File: src/rtl/onehot_pkg.sv
// Shared types and constants for the one-hot capture encoder.
package onehot_pkg;

    typedef enum logic [1:0] {
        EMPTY = 2'd0,
        ONE   = 2'd1,
        TWO   = 2'd2
    } state_t;

    localparam logic [1:0] CODE_ZERO_HOT = 2'b00;

endpackage

File: src/rtl/onehot_capture_encoder_if.sv
// Capture-side and drain-side handshake bundle of the one-hot capture encoder.
interface onehot_capture_encoder_if;

    // Both sides use valid/ready: a transfer happens on a rising clk edge where
    // valid and ready are both 1; valid never waits on ready, and in_ready is a
    // registered occupancy decode that does not look at out_ready.
    logic       in_valid;
    logic [3:0] in_onehot;
    logic       in_ready;
    logic       out_valid;
    logic       out_ready;
    logic [1:0] out_code;
    logic       out_err;

    modport master (
        output in_valid, in_onehot, out_ready,
        input  in_ready, out_valid, out_code, out_err
    );

    modport slave (
        input  in_valid, in_onehot, out_ready,
        output in_ready, out_valid, out_code, out_err
    );

endinterface

File: src/rtl/onehot_enc_4_2.sv
// 4-to-2 one-hot encoder: lowest set bit wins, err flags anything not exactly one-hot.
module onehot_enc_4_2
    import onehot_pkg::*;
(
    input  logic [3:0] onehot,
    output logic [1:0] code,
    output logic       err
);

    always_comb begin
        code = CODE_ZERO_HOT;
        err  = !(onehot inside {4'b0001, 4'b0010, 4'b0100, 4'b1000});
        if (onehot[0])      code = 2'd0;
        else if (onehot[1]) code = 2'd1;
        else if (onehot[2]) code = 2'd2;
        else if (onehot[3]) code = 2'd3;
    end

endmodule

File: src/rtl/onehot_capture_encoder.sv
// Captures decoder words, encodes them at push time and queues {code, err} in a
// 2-entry FIFO, while counting erroneous words in a saturating counter.
module onehot_capture_encoder
    import onehot_pkg::*;
#(
    parameter int ERR_W = 8
) (
    input  logic                     clk,
    input  logic                     rst_n,
    onehot_capture_encoder_if.slave  bus,
    input  logic                     err_clr,
    output logic [ERR_W-1:0]         err_count,
    output state_t                   o_state
);

    localparam logic [ERR_W-1:0] ERR_MAX = '1;

    state_t           r_state;
    logic             r_in_ready;
    logic             r_out_valid;
    logic [1:0]       r_head_code;
    logic             r_head_err;
    logic [1:0]       r_tail_code;
    logic             r_tail_err;
    logic [ERR_W-1:0] r_err_count;

    logic [1:0]       w_code;
    logic             w_err;
    logic             w_push;
    logic             w_pop;
    logic             w_err_push;

    onehot_enc_4_2 u_enc (
        .onehot (bus.in_onehot),
        .code   (w_code),
        .err    (w_err)
    );

    assign w_push     = bus.in_valid & r_in_ready;
    assign w_pop      = r_out_valid & bus.out_ready;
    assign w_err_push = w_push & w_err;

    // Data registers are unreset; the head is masked so idle outputs read zero.
    always_ff @(posedge clk) begin
        if (!rst_n) begin
            r_state     <= EMPTY;
            r_in_ready  <= 1'b1;
            r_out_valid <= 1'b0;
            r_err_count <= '0;
        end else begin
            case (r_state)
                EMPTY: begin
                    if (w_push) begin
                        r_head_code <= w_code;
                        r_head_err  <= w_err;
                        r_state     <= ONE;
                        r_out_valid <= 1'b1;
                    end
                end
                ONE: begin
                    if (w_push && !w_pop) begin
                        r_tail_code <= w_code;
                        r_tail_err  <= w_err;
                        r_state     <= TWO;
                        r_in_ready  <= 1'b0;
                    end else if (w_pop && !w_push) begin
                        r_state     <= EMPTY;
                        r_out_valid <= 1'b0;
                    end else if (w_push && w_pop) begin
                        r_head_code <= w_code;
                        r_head_err  <= w_err;
                    end
                end
                TWO: begin
                    if (w_pop) begin
                        r_head_code <= r_tail_code;
                        r_head_err  <= r_tail_err;
                        r_state     <= ONE;
                        r_in_ready  <= 1'b1;
                    end
                end
                default: begin
                    r_state     <= EMPTY;
                    r_in_ready  <= 1'b1;
                    r_out_valid <= 1'b0;
                end
            endcase

            // A clear wins over the old count but still counts a same-cycle error.
            if (err_clr) begin
                r_err_count <= w_err_push ? ERR_W'(1) : '0;
            end else if (w_err_push && (r_err_count != ERR_MAX)) begin
                r_err_count <= r_err_count + ERR_W'(1);
            end
        end
    end

    assign bus.in_ready  = r_in_ready;
    assign bus.out_valid = r_out_valid;
    assign bus.out_code  = r_out_valid ? r_head_code : CODE_ZERO_HOT;
    assign bus.out_err   = r_out_valid & r_head_err;
    assign err_count     = r_err_count;
    assign o_state       = r_state;

endmodule

File: src/flat_wrapper.sv
// flat-port wrapper written by rule: the top's interface ports become plain ports
module onehot_capture_encoder_flat import onehot_pkg::*;
#(
    parameter int ERR_W = 8
)
  (clk, rst_n, err_clr, err_count, o_state, bus_in_valid, bus_in_onehot, bus_out_ready, bus_in_ready, bus_out_valid, bus_out_code, bus_out_err);
  onehot_capture_encoder_if bus_i ();
  input  logic clk;
  input  logic rst_n;
  input  logic err_clr;
  output logic [ERR_W-1:0] err_count;
  output state_t o_state;
  input wire logic [$bits(bus_i.in_valid)-1:0] bus_in_valid;
  input wire logic [$bits(bus_i.in_onehot)-1:0] bus_in_onehot;
  input wire logic [$bits(bus_i.out_ready)-1:0] bus_out_ready;
  output wire logic [$bits(bus_i.in_ready)-1:0] bus_in_ready;
  output wire logic [$bits(bus_i.out_valid)-1:0] bus_out_valid;
  output wire logic [$bits(bus_i.out_code)-1:0] bus_out_code;
  output wire logic [$bits(bus_i.out_err)-1:0] bus_out_err;
  assign bus_i.in_valid = bus_in_valid;
  assign bus_i.in_onehot = bus_in_onehot;
  assign bus_i.out_ready = bus_out_ready;
  assign bus_in_ready = bus_i.in_ready;
  assign bus_out_valid = bus_i.out_valid;
  assign bus_out_code = bus_i.out_code;
  assign bus_out_err = bus_i.out_err;
  onehot_capture_encoder #(.ERR_W(ERR_W)) u_core (.clk(clk), .rst_n(rst_n), .bus(bus_i), .err_clr(err_clr), .err_count(err_count), .o_state(o_state));
endmodule
File: config.mk
export PLATFORM = sky130hd
export DESIGN_NAME = onehot_capture_encoder_flat
export DESIGN_NICKNAME = d
export VERILOG_FILES = /design/src/rtl/onehot_pkg.sv /design/src/rtl/onehot_capture_encoder_if.sv /design/src/rtl/onehot_enc_4_2.sv /design/src/rtl/onehot_capture_encoder.sv /design/src/flat_wrapper.sv
export SDC_FILE = /design/constraint.sdc
export NUM_CORES = 1
export LEC_CHECK = 0
export CORE_MARGIN = 10
export CORE_UTILIZATION = 40
export DETAILED_ROUTE_END_ITERATION = 10
export DONT_BUFFER_PORTS = 1
export HOLD_SLACK_MARGIN = 0.06
export MAX_ROUTING_LAYER = met4
export PLACE_DENSITY = 0.57
export SETUP_SLACK_MARGIN = 0.15
export SLEW_MARGIN = 0
export SYNTH_ARGS = -nofsm -noshare
export SYNTH_HDL_FRONTEND = slang
export SYNTH_SLANG_ARGS = --single-unit
File: constraint.sdc
create_clock -name clk -period 3.1 [get_ports clk]
set_input_delay 0.465 -clock clk [delete_from_list [all_inputs] [get_ports clk]]
set_output_delay 0.465 -clock clk [all_outputs]
set_load 0.02 [all_outputs]
Word level (Yosys, flattened, before mapping)
Index checks and enable logic that the tools add are counted.
{ "word_totals": {"reg_bits": 18, "output_inout_bits": 15, "word_cells": 78} }
{ "classes": {"n_addsub": 1, "n_eq_ne": 15, "n_mux": 32, "bitwise_logic": 6, "reduce_logical": 16} }
{ "ops": {"columns": ["op", "count"], "rows": [
  ["$mux W2", 14],
  ["$mux W8", 2],
  ["$pmux W2 S3", 2],
  ["$mux W1", 11],
  ["$ne A2 B1 Y1 const B", 5],
  ["$pmux W1 S3", 3],
  ["$reduce_and A3 Y1", 3],
  ["$add A8 B1 Y8 const B", 1],
  ["$ne A8 B8 Y1 const B", 1],
  ["$reduce_and A7 Y1", 1],
  ["$and A1 B1 Y1", 4],
  ["$eq A4 B1 Y1 const B", 1],
  ["$eq A4 B2 Y1 const B", 1],
  ["$eq A4 B3 Y1 const B", 1],
  ["$eq A4 B4 Y1 const B", 1],
  ["$logic_and A1 B1 Y1", 4],
  ["$ne A2 B2 Y1 const B", 2],
  ["$reduce_and A4 Y1", 1],
  ["$reduce_bool A4 Y1", 1],
  ["$logic_not A1 Y1", 3],
  ["$ne A3 B1 Y1 const B", 1],
  ["$reduce_bool A3 Y1", 1],
  ["$eq A2 B1 Y1 const B", 1],
  ["$eq A2 B2 Y1 const B", 1],
  ["3 further kinds", 4]
]} }

Depth between registers and ports, before layout
{ "logic_depth": {"word_depth": 8, "ltp_mapped": 5, "ltp_nobuf": 5} }

Modules after synthesis
A second synthesis with hierarchy kept.
{ "hier_totals": {"cells_unflattened": 110, "hier_area_um2": 954.7} }
{ "by_module_without_submodules": {"columns": ["mod", "n_inst", "cells_each", "area_each_um2"], "rows": [
  ["onehot_capture_encoder", 1, 101, 897.1],
  ["onehot_enc_4_2", 1, 9, 57.6]
]} }

Worst setup path after synthesis
No wires, ideal clock.
{ "synth_path": {"kind": "flip-flop to flip-flop", "startpoint": "register u_core.r_err_count[0] (netlist: u_core.err_count[0])", "endpoint": "register u_core.r_err_count[4] (netlist: u_core.err_count[4])", "setup_time_ps": 70, "t_arrival_ps": 1752, "slack_ps": 1278, "stages_incl_launch_ff": 6, "path_buffers": 0, "cell_sequence": "dfxtp_1 -> ha_1 -> and3_4 -> a211o_1 -> or4_1 -> a21oi_1"} }
{ "synth_via": {"elab_chain_len": 3, "elab_cells_between_ends": 6} }
{ "synth_lines": {"columns": ["item", "line_no", "rtl"], "rows": [
  ["start: declaration", "onehot_capture_encoder.sv:25", "logic [ERR_W-1:0] r_err_count;"],
  ["start signal: assignment", "onehot_capture_encoder.sv:91", "r_err_count <= w_err_push ? ERR_W'(1) : '0;"],
  ["start signal: assignment", "onehot_capture_encoder.sv:93", "r_err_count <= r_err_count + ERR_W'(1);"],
  ["$add A8 B1 Y8 or $ne A8 B8 Y1 (tied branches)", "onehot_capture_encoder.sv:93, onehot_capture_encoder.sv:92", null],
  ["$mux W8 or $logic_and A1 B1 Y1 (tied branches)", "onehot_capture_encoder.sv:92", "end else if (w_err_push && (r_err_count != ERR_MAX)) begin"],
  ["$mux W8 or $reduce_bool A2 Y1 (tied branches)", null, null]
]} }
Parallel ways exist; a longest one is shown, timed or not. The select of a mux whose other input is x is not followed.
A chain may end at the register's enable or synchronous reset.

Worst setup path after layout
Ends and elaborated chain as after synthesis.

==> impl_metrics.json <==
{
  "required_ps": 3330,
  "yosysUniqueCellTypes": 38,
  "insertion_delay_ps": 300,
  "synthMostInstantiatedCell": "dfxtp_1",
  "yosysWarnings": 0,
  "vias": 864,
  "syn_area_per_cell_um2": 9.27,
  "r2r_cells": 5,
  "worst_pin_slew_ps": 695,
  "p_leak_nw": 0.395,
  "critPathCaptureType": "register",
  "cap_violations": 0,
  "synthFlopType": "dfxtp_1",
  "diodes": 0,
  "finalSetupViolCount": 0,
  "first_pass_iters": 4,
  "synthTopCellsByCount": "dfxtp_1 (12), nor2_1 (9), a21oi_1 (7), nand2_1 (7)",
  "die-area_um2": 5000,
  "rows": 18,
  "fin_setup_tns_ps": 0,
  "crit_type": "register to register",
  "min_period_ps": 1960,
  "max_freq_mhz": 509,
  "grt_overflow": 0,
  "gp_congestion": 0.823,
  "grt_pass1_vias": 835,
  "die_h_um": 70.7,
  "htreeDepth": 1,
  "hold_viol_final": 0,
  "slew_violations": 0,
  "cts_setup_buffers": 0,
  "cp.arrival_ps": 2200,
  "crit_chain": "ha_1 -> and3_4 -> a211o_1 -> or4_1 -> a21oi_1",
  "path_delay_family": "simple AND/OR/NAND/NOR gates",
  "rsz0062_at_grt": "false",
  "cts_tree": "built",
  "grt_util_all_layers_pct": 9.63,
  "ys_seq_area_share_pct": 40.9,
  "holdCritStartpoint": "rst_n",
  "powerDensity_nw_per_um2": 474,
  "drtIter0Drc": 26,
  "fin_crit_sh_pct": 63.4,
  "status": "completed",
  "dieWidth_um": 70.7,
  "antenna_found_initial": 0,
  "syn-instance-count": 111,
  "r2r_end": "u_core.err_count[4]$_SDFFE_PN0P_",
  "initial_utilization_pct": 41.9,
  "drt_wl_total_mm": 2.30,
  "synth_area_leader_cell": "dfxtp_1",
  "ant_nets": 0,
  "r2r_slack_ps": 1140,
  "core_um2": 2450,
  "min_path_type": "input port to register",
  "syn_to_final_growth_pct": 4.62,
  "grt_max_degree": 11,
  "synth_area_um2": 1030,
  "dp_hpwl_mm": 1.75,
  "hold_end": "u_core.bus.in_ready$_SDFFE_PN1P_",
  "viasPerCell": 6.04,
  "drcViolationCount": 0,
  "numCtsBuffers": 3,
  "async_flop_share_pct": 0,
  "max_stage_delay_ps": 470,
  "drive_gt1_share_pct": 9.73,
  "cp-start-kind": "register",
  "max_slew_margin_pct": 53.0,
  "nets": 124,
  "slowest_stage": "or4_1",
  "netlist_top_cells_area": "dfxtp_1 (23%), edfxtp_1 (18%), mux2_2 (4.4%), a21oi_1 (3.4%), nor2_1 (3.3%)",
  "clockBufferDepth": 2,
  "ys_ff_latch": 18,
  "grt_pass1_wl_mm": 4.01,
  "portBuffers": 0,
  "clk_pin_slew_ps": 110,
  "path_buf_inv": 0,
  "io_pins": 24,
  "cts.sinks": 18,
  "holdBufCountCts": 0,
  "skew_ps": 8.11,
  "synth_top_area_share_pct": 23.4,
  "wl_per_cell_um": 16.1,
  "hold_depth": 1,
  "synth_edf_count": 6,
  "post_cts_resized": 0,
  "syn_nets": 121,
  "r2r_start": "u_core.err_count[0]$_SDFFE_PN0P_",
  "cts_root_buf": "clkbuf_4",
  "holdWs_ps": 237,
  "critPathMaxFanout": 6,
  "ir_drop_uv": 321
}
worst max path at each step:
stage	startpoint	end	slack, ps	depth (start not counted)
after global routing	u_core.err_count[0]$_SDFFE_PN0P_	u_core.err_count[4]$_SDFFE_PN0P_	1010	5
final	u_core.err_count[0]$_SDFFE_PN0P_	u_core.err_count[4]$_SDFFE_PN0P_	1140	5
after detailed placement	u_core.err_count[0]$_SDFFE_PN0P_	u_core.err_count[4]$_SDFFE_PN0P_	1180	5
after floorplan	u_core.err_count[0]$_SDFFE_PN0P_	u_core.err_count[4]$_SDFFE_PN0P_	1280	5
after global placement	u_core.err_count[0]$_SDFFE_PN0P_	u_core.err_count[4]$_SDFFE_PN0P_	1200	5
after CTS	u_core.err_count[0]$_SDFFE_PN0P_	u_core.err_count[4]$_SDFFE_PN0P_	1140	5
routing by layer:
metal  vias up  routed length, um  track usage, %
met1       415                961            10.3
met3         2                197            4.32
met5         -                  0               -
met2        22               1130            15.6
li1        425                  -               -
met4         0                 13            3.01
cells by family (layout without fill, tap and decap cells):
kind of cell	Yosys count	after routing	share of synthesized area, %
flops	18	18	40.9
simple gates	48	48	26.5
xor+xnor	2	2	1.70
mux	7	7	7.30
buf+inv	4	6	2.31
compound gates	31	31	20.1
fa+ha+maj	1	1	1.22
registers in the layout, indices dropped and copies added, names as in the netlist:
signal / count
u_core.bus.in_ready: 1
u_core.bus.out_valid: 1
u_core.err_count: 8
u_core.o_state: 2
u_core.r_head_code: 2
u_core.r_head_err: 1
u_core.r_tail_code: 2
u_core.r_tail_err: 1
through the flow:
stage	worst slack, ps	util (%)	cell area, um2	cells	power [mW]
3_5_place_dp	1180	42.8	1050	139	0.395
3_3_place_gp	1200	42.8	1050	139	0.393
2_1_floorplan	1280	-	1030	111	0.377
6_report	1140	43.8	1080	143	0.510
4_1_cts	1140	43.8	1080	143	0.520
5_1_grt	1010	43.8	1080	143	0.545
cell usage in the layout (no fill, tap or decap), types with 2 or more instances in the layout:
| cell | count |
|---|---|
| a21boi_0 | 2 |
| a21oi_1 | 7 |
| a311oi_1 | 2 |
| a31oi_1 | 2 |
| and2_1 | 5 |
| and3_1 | 2 |
| and3b_1 | 2 |
| clkbuf_4 | 3 |
| dfxtp_1 | 12 |
| edfxtp_1 | 6 |
| inv_1 | 2 |
| mux2_2 | 4 |
| mux2i_1 | 3 |
| nand2_1 | 7 |
| nand2b_1 | 5 |
| nand3_1 | 4 |
| nand4_1 | 2 |
| nor2_1 | 9 |
| nor2b_1 | 3 |
| nor3_1 | 3 |
| nor4b_1 | 2 |
| o211ai_1 | 2 |
| o21a_1 | 2 |
| o21ai_0 | 6 |
| o31ai_1 | 2 |
| xor2_1 | 2 |
power by group:
group	internal, mW	total [mW]	leakage, nW	switching [mW]
combinational	0.0409	0.0947	0.227	0.0538
clock	0.0469	0.121	0.0154	0.0744
sequential	0.262	0.294	0.153	0.0327
total	0.349	0.510	0.395	0.161
layout make-up:
cell class	count	area (um2)
Multi-Input combinational cell	89	584
Clock inverter	1	3.75
Sequential cell	18	420
Tap cell	30	37.5
Inverter	2	7.51
Fill cell	259	1380
Clock buffer	3	22.5
Power figures use the tool's default switching activity.
